**src/rtl/fetch_unit_if.sv**
```systemverilog
// Fetch-side bus: instruction-memory port, hazard/redirect inputs and the IF/ID register outputs.
interface fetch_unit_if;
  logic [31:0] pc;
  logic [31:0] instr;
  logic        stall;
  logic        branch_taken;
  logic [31:0] branch_target;
  logic [31:0] if_id_pc;
  logic [31:0] if_id_instr;
  logic        if_id_valid;

  modport master (
    output pc, if_id_pc, if_id_instr, if_id_valid,
    input  instr, stall, branch_taken, branch_target
  );

  modport slave (
    input  pc, if_id_pc, if_id_instr, if_id_valid,
    output instr, stall, branch_taken, branch_target
  );
endinterface

```
**src/rtl/fetch_unit.sv**
```systemverilog
// Instruction fetch stage: PC sequencing with redirect/stall/halt and the IF/ID pipeline register.
module fetch_unit #(
  parameter logic [31:0] RESET_PC = 32'h0000_0000,
  parameter logic [31:0] PC_STEP  = 32'd4,
  parameter logic [31:0] PC_LAST  = 32'd252,
  parameter logic [31:0] NOP      = 32'h0000_0013
) (
  input  logic         clk,
  input  logic         reset,
  fetch_unit_if.master bus,
  output logic         halted,
  output logic [31:0]  fetch_count
);

  typedef enum logic {RUN, HALT} state_t;

  state_t      state_q, state_d;
  logic [31:0] pc_q, pc_d;
  logic [31:0] ifid_pc_q, ifid_pc_d;
  logic [31:0] ifid_instr_q, ifid_instr_d;
  logic        ifid_valid_q, ifid_valid_d;
  logic [31:0] count_q, count_d;

  always_ff @(posedge clk or posedge reset) begin
    if (reset) begin
      state_q      <= RUN;
      pc_q         <= RESET_PC;
      ifid_pc_q    <= '0;
      ifid_instr_q <= NOP;
      ifid_valid_q <= 1'b0;
      count_q      <= '0;
    end else begin
      state_q      <= state_d;
      pc_q         <= pc_d;
      ifid_pc_q    <= ifid_pc_d;
      ifid_instr_q <= ifid_instr_d;
      ifid_valid_q <= ifid_valid_d;
      count_q      <= count_d;
    end
  end

  // Everything holds by default; HALT relies on that, since IF/ID already holds the bubble.
  always_comb begin
    state_d      = state_q;
    pc_d         = pc_q;
    ifid_pc_d    = ifid_pc_q;
    ifid_instr_d = ifid_instr_q;
    ifid_valid_d = ifid_valid_q;
    count_d      = count_q;
    case (state_q)
      RUN: begin
        if (bus.branch_taken) begin
          pc_d         = {bus.branch_target[31:2], 2'b00};
          ifid_pc_d    = '0;
          ifid_instr_d = NOP;
          ifid_valid_d = 1'b0;
        end else if (bus.stall) begin
          pc_d = pc_q;
        end else if (bus.instr == 32'h0000_0000) begin
          state_d      = HALT;
          ifid_pc_d    = '0;
          ifid_instr_d = NOP;
          ifid_valid_d = 1'b0;
        end else begin
          pc_d         = (pc_q == PC_LAST) ? RESET_PC : pc_q + PC_STEP;
          ifid_pc_d    = pc_q;
          ifid_instr_d = bus.instr;
          ifid_valid_d = 1'b1;
          if (count_q != '1) count_d = count_q + 32'd1;
        end
      end
      HALT: state_d = HALT;
      default: state_d = RUN;
    endcase
  end

  assign bus.pc          = pc_q;
  assign bus.if_id_pc    = ifid_pc_q;
  assign bus.if_id_instr = ifid_instr_q;
  assign bus.if_id_valid = ifid_valid_q;
  assign halted          = (state_q == HALT);
  assign fetch_count     = count_q;

endmodule

```
**src/flat_wrapper.sv**
```systemverilog
// flat-port wrapper written by rule: the top's interface ports become plain ports
module fetch_unit_flat 
#(
  parameter logic [31:0] RESET_PC = 32'h0000_0000,
  parameter logic [31:0] PC_STEP  = 32'd4,
  parameter logic [31:0] PC_LAST  = 32'd252,
  parameter logic [31:0] NOP      = 32'h0000_0013
)
  (clk, reset, halted, fetch_count, bus_pc, bus_if_id_pc, bus_if_id_instr, bus_if_id_valid, bus_instr, bus_stall, bus_branch_taken, bus_branch_target);
  fetch_unit_if bus_i ();
  input  logic clk;
  input  logic reset;
  output logic halted;
  output logic [31:0] fetch_count;
  output wire logic [$bits(bus_i.pc)-1:0] bus_pc;
  output wire logic [$bits(bus_i.if_id_pc)-1:0] bus_if_id_pc;
  output wire logic [$bits(bus_i.if_id_instr)-1:0] bus_if_id_instr;
  output wire logic [$bits(bus_i.if_id_valid)-1:0] bus_if_id_valid;
  input wire logic [$bits(bus_i.instr)-1:0] bus_instr;
  input wire logic [$bits(bus_i.stall)-1:0] bus_stall;
  input wire logic [$bits(bus_i.branch_taken)-1:0] bus_branch_taken;
  input wire logic [$bits(bus_i.branch_target)-1:0] bus_branch_target;
  assign bus_pc = bus_i.pc;
  assign bus_if_id_pc = bus_i.if_id_pc;
  assign bus_if_id_instr = bus_i.if_id_instr;
  assign bus_if_id_valid = bus_i.if_id_valid;
  assign bus_i.instr = bus_instr;
  assign bus_i.stall = bus_stall;
  assign bus_i.branch_taken = bus_branch_taken;
  assign bus_i.branch_target = bus_branch_target;
  fetch_unit #(.RESET_PC(RESET_PC), .PC_STEP(PC_STEP), .PC_LAST(PC_LAST), .NOP(NOP)) u_core (.clk(clk), .reset(reset), .bus(bus_i), .halted(halted), .fetch_count(fetch_count));
endmodule
```
**config.mk**
```make
export PLATFORM = sky130hd
export DESIGN_NAME = fetch_unit_flat
export DESIGN_NICKNAME = d
export VERILOG_FILES = /design/src/rtl/fetch_unit_if.sv /design/src/rtl/fetch_unit.sv /design/src/flat_wrapper.sv
export SDC_FILE = /design/constraint.sdc
export NUM_CORES = 1
export LEC_CHECK = 0
export CAP_MARGIN = 20
export CELL_PAD_IN_SITES_DETAIL_PLACEMENT = 1
export CELL_PAD_IN_SITES_GLOBAL_PLACEMENT = 2
export CORE_ASPECT_RATIO = 1.25
export CORE_MARGIN = 5
export CORE_UTILIZATION = 28
export CTS_CLUSTER_DIAMETER = 80
export DETAILED_ROUTE_END_ITERATION = 8
export PLACE_DENSITY_LB_ADDON = 0.08
export SETUP_SLACK_MARGIN = 0.2
export SYNTH_ARGS = -nofsm -noshare
export SYNTH_HDL_FRONTEND = slang
export SYNTH_SLANG_ARGS = --single-unit
```
**constraint.sdc**
```tcl
create_clock -name clk -period 5.39 [get_ports clk]
set_input_delay 1.078 -clock clk [delete_from_list [all_inputs] [get_ports clk]]
set_output_delay 1.078 -clock clk [all_outputs]
set_load 0.005 [all_outputs]
```
# Yosys cells after proc, flatten, opt, wreduce, memory -nomap -nowiden
# Index checks and enable logic that the tools add are counted.
op_classes:
  n_bitwise: 4
  reduce_logical: 4
  n_addsub: 2
  eq_ne: 4
  n_mux: 17
op_table:
  columns: ["operator", "n"]
  rows:
  - ["2-to-1 mux 32 bit", 10]
  - ["adder 32 x 1 -> 32 bit (second input constant)", 1]
  - ["adder 32 x 3 -> 32 bit (second input constant)", 1]
  - ["equality test 32 x 8 -> 1 bit (second input constant)", 1]
  - ["zero test 32 bit", 1]
  - ["!= test 32 bit (second input constant)", 1]
  - ["2-to-1 mux 1 bit", 6]
  - ["AND reduction 5 bit", 1]
  - ["NOT 1 bit", 4]
  - ["AND reduction 3 bit", 1]
  - ["!= test 2 x 1 -> 1 bit (second input constant)", 1]
  - ["!= test 2 bit (second input constant)", 1]
  - ["case mux 1 bit (2 select lines)", 1]
  - ["AND reduction 2 bit", 1]
totals:
  inputBits: 68
  wordCells: 37
  ff_bits: 130
  output_inout_bits: 130

# Logic depth before layout (Yosys ltp)
logic_depth:
  depth_word: 5
  mapped_depth: 7
  depth_no_buf: 6

# Worst setup path after synthesis
# Ideal clock, no wire load.
synth_path:
  kind: "input to register"
  startpoint: "input bus_instr[26]"
  endpoint: "register u_core.pc_q[14], in the netlist u_core.bus.pc[14]"
  required_time_ns: 5.258
  setup_slack_ns: 2.536
  arrival_time_ns: 2.722
  setup_time_ns: 0.132
  stages: 6
  path_buffers: 2
  path_cell_list: "nor4_1 nand4_1 o31ai_1 clkbuf_1 buf_1 o2bb2ai_1"
synth_between:
  elab_chain_len: 3
synth_rtl:
  columns: ["item", "line", "rtl"]
  rows:
  - ["start: declaration", "flat_wrapper.sv:19", "input wire logic [$bits(bus_i.instr)-1:0] bus_instr;"]
  - ["zero test 32 bit", "fetch_unit.sv:59", "end else if (bus.instr == 32'h0000_0000) begin"]
  - ["!= test 2 bit (no line)", null, null]
  - ["AND reduction 3 bit (no line)", null, null]
  - ["end signal: assignment", "fetch_unit.sv:34", "pc_q <= pc_d;"]
  - ["end: declaration", "fetch_unit.sv:18", "logic [31:0] pc_q, pc_d;"]
# Every way passes these cells.
# A chain may end at the register's enable or synchronous reset.

# Worst setup path after layout
layout_path:
  startpoint: "input bus_branch_taken"
  endpoint: "register u_core.pc_q[29], in the netlist u_core.bus.pc[29]"
layout_between:
  elab_chain_len: 2
  elab_cells_between_ends: 4
  cone_classes: "eq/ne (2); mux (1); reduce/logical (1)"
layout_rtl:
  columns: ["item", "line", "rtl"]
  rows:
  - ["start: declaration", "flat_wrapper.sv:21", "input wire logic [$bits(bus_i.branch_taken)-1:0] bus_branch_taken;"]
  - ["!= test 2 bit (no line) or != test 2 x 1 -> 1 bit (tied branches)", null, null]
  - ["AND reduction 3 bit (no line)", null, null]
# Parallel ways exist; a longest one is shown, timed or not.

==> results.txt <==
layout cells sized above 1 - 7.90%
die area - 24600 µm²
Clock Skew - 0.00888 ns
M2 GR Usage - 30.8%
Max Slew Vio Count - 0
RSZ-0062 raised after global routing - false
GRT Total Usage - 18.3%
first-pass GRT wire length - 35400 µm
FMAX - 301 MHz
Root Buffer - clkbuf_16
Detail Route Antenna Nets - 0
critical path class - input pin to register
DRT Pass-1 Iters - 4
CTS tree - done
clk_lat worst skew - 0.42 ns
WP data arrival - 3.62 ns
CTS Buf Count - 17
Core ar. - 21400 µm²
total clock sinks - 127
placed cell count - 1019
final setup vio count - 0
average wire per cell in the routed design - 21.2 µm
setup TNS - 0 ns
count of different cell masters after synthesis - 55
Synth Flop Type - dfrtp_1
slew margin rel. - 27.5%
# H-tree levels - 4
initial antenna violation count - 1
routability cong. - 0.796
post-CTS setup buffer count - 0
share of the synthesized area in the top cell type - 51.4%
Syn. warnings - 0
Initial Util - 28.2%
Multi-input gate area - 2650 µm²
vias in the first global route - 5987
Reg area - 3180 µm²
GR Util met3 - 4.21%
WL final - 22300 µm
hold buffers post-CTS - 0
Clk pin slew, worst setup/hold paths - 0.06 ns
worst hold slack - 0.482 ns
post_cts resized - 0
# nets final - 830
worst hold path type - register to register
Max rail drop VDD - 0.000203 V
GRT overflow - 0
Filler cells - 2379
Worst Path Max Fanout - 37
P_leak - 3.69 nW
largest area contributor in the synthesized netlist - dfrtp_1
Vias - 5507
Cells after Synth - 579
pwr dens - 273 nW/µm²
HPWL after DPL - 15500 µm
min Tclk post-route - 3.32 ns
CP endpoint kind - register
I/O Buffers - 193
Initial DRC Count - 184
FP Rows - 60
Area contributors post-synth - dfrtp_1 (51%), a22o_1 (8.0%), xor2_1 (4.2%), nand2_1 (3.1%), nor4_1 (3.0%)
crit share post-route - 61.6%
Seq/Total Area, Yosys - 52.7%
area delta synth->final - 47.1%
# IOs - 198
synthesized area - 6030 µm²
Avg Cell Area, Syn - 10.4 µm²
DRC viols - 0
met1 usage in global routing - 23.6%
Power, Total - 0.00243 W
Max Cap Viol - 0
number of enable flip-flop cells after synthesis - 0
most frequent cells in the layout - clkdlybuf4s50_1 (193), dfrtp_1 (124), a22o_1 (55)
chip width - 141 µm
WP data required - 5.69 ns
asr flop ratio synth - 100%
vias per cell - 5.23
die height - 174 µm
Slew @ Worst Pin - 1.09 ns
Worst setup SP type - input pin
Fin. Hold Viols - 0
Max clock buf depth - 2
busiest layer in global routing - met2
commonest non-fill, non-tap cell in the layout - clkdlybuf4s50_1
status - finished clean
largest net degree at the start of global routing - 110
non-filler cells, final - 1052
register bit count reported by yosys - 127
==> state kept, by name, indices dropped and copies added (netlist names) <==
name	cells
u_core.bus.if_id_valid	1
u_core.bus.pc	30
u_core.bus.if_id_pc	31
u_core.fetch_count	32
u_core.halted	1
u_core.bus.if_id_instr	32
==> kinds of logic (layout without fill, tap and decap cells) <==
family	after synthesis	in the layout	synth area share, %
compound gates	159	159	19.7
other cells	1	3	0.0622
mux	2	2	0.353
xor+xnor	30	30	4.36
simple gates	199	199	18.3
buf+inv	59	251	4.04
flops	127	127	52.7
fa+ha+maj	2	2	0.415
==> synth_stat cells (3+ instances only) <==
master and count:
buf_1 4, nor4b_1 3, nand2_1 50, a31oi_1 4
o31a_1 7, or4_1 9, o21ai_0 29, nor4_1 29
dfrtp_1 124, o22ai_1 8, and3_1 6, nor2_1 20
o31ai_1 6, nor3_1 20, xor2_1 29, o41ai_1 3
and2_1 4, or3_1 4, dfstp_2 3, buf_4 4
nand4_1 15, nand3_1 17, a22oi_1 7, nor3b_1 4
o22a_1 3, a21oi_1 12, and4_1 10, a21o_1 4
clkbuf_1 31, a22o_1 55, inv_1 17, o2bb2ai_1 8
==> worst max-delay path, cell delays in order <==
cell,delay [ns]
clkdlybuf4s50_1,0.48
buf_4,0.42
inv_1,0.20
a21oi_1,0.62
o31ai_4,0.14
buf_4,0.28
a21o_1,0.20
a22o_1,0.17
==> path summary, 6_finish.rpt <==
check / startpoint / endpoint / slack [ns] / cells after the start
worst max-delay path: bus_branch_taken / u_core.bus.pc[29] / 2.07 / 8
worst min register to register: u_core.bus.if_id_pc[28] / u_core.bus.if_id_pc[28] / 0.48 / 2
worst min-delay path: u_core.bus.if_id_pc[28] / u_core.bus.if_id_pc[28] / 0.48 / 2
max in group asynchronous: reset / u_core.bus.if_id_pc[7] / 3.36 / 4
worst max register to register: u_core.bus.pc[2] / u_core.bus.pc[28] / 2.64 / 6
min in group asynchronous: reset / u_core.fetch_count[10] / 0.96 / 2
==> report_power, final <==
group | internal [W] | switching (W)
combinational | 0.000128 | 0.0000882
sequential | 0.000987 | 0.0000472
clock | 0.000726 | 0.000451
==> per-stage QoR <==
stage                     setup slack (ns)  utilization, %  cell area, µm²
final                                 2.07            41.5            8870
after global routing                  1.87            41.5            8870
after CTS                             2.03            41.3            8840
after detailed placement              1.59            38.5            8250
after global placement                1.66            38.5            8250
after floorplan                      0.933               -            6040
==> final cells by class <==
class,count,area share [%]
Clock inverter,13,1.88
Antenna cell,1,0.0282
Clock buffer,18,4.84
Tap cell,279,3.93
Multi-Input combinational cell,394,29.9
Inverter,17,0.776
Timing Repair Buffer,203,22.8
Sequential cell,127,35.9
==> routing by layer <==
metal | routed length [µm] | vias to the layer above
li1 | - | 2551
met1 | 9780 | 2813
met2 | 11300 | 130
met3 | 994 | 13
met4 | 224 | 0
met5 | 0 | -
Note: power is estimated with default switching activity, not from simulation.
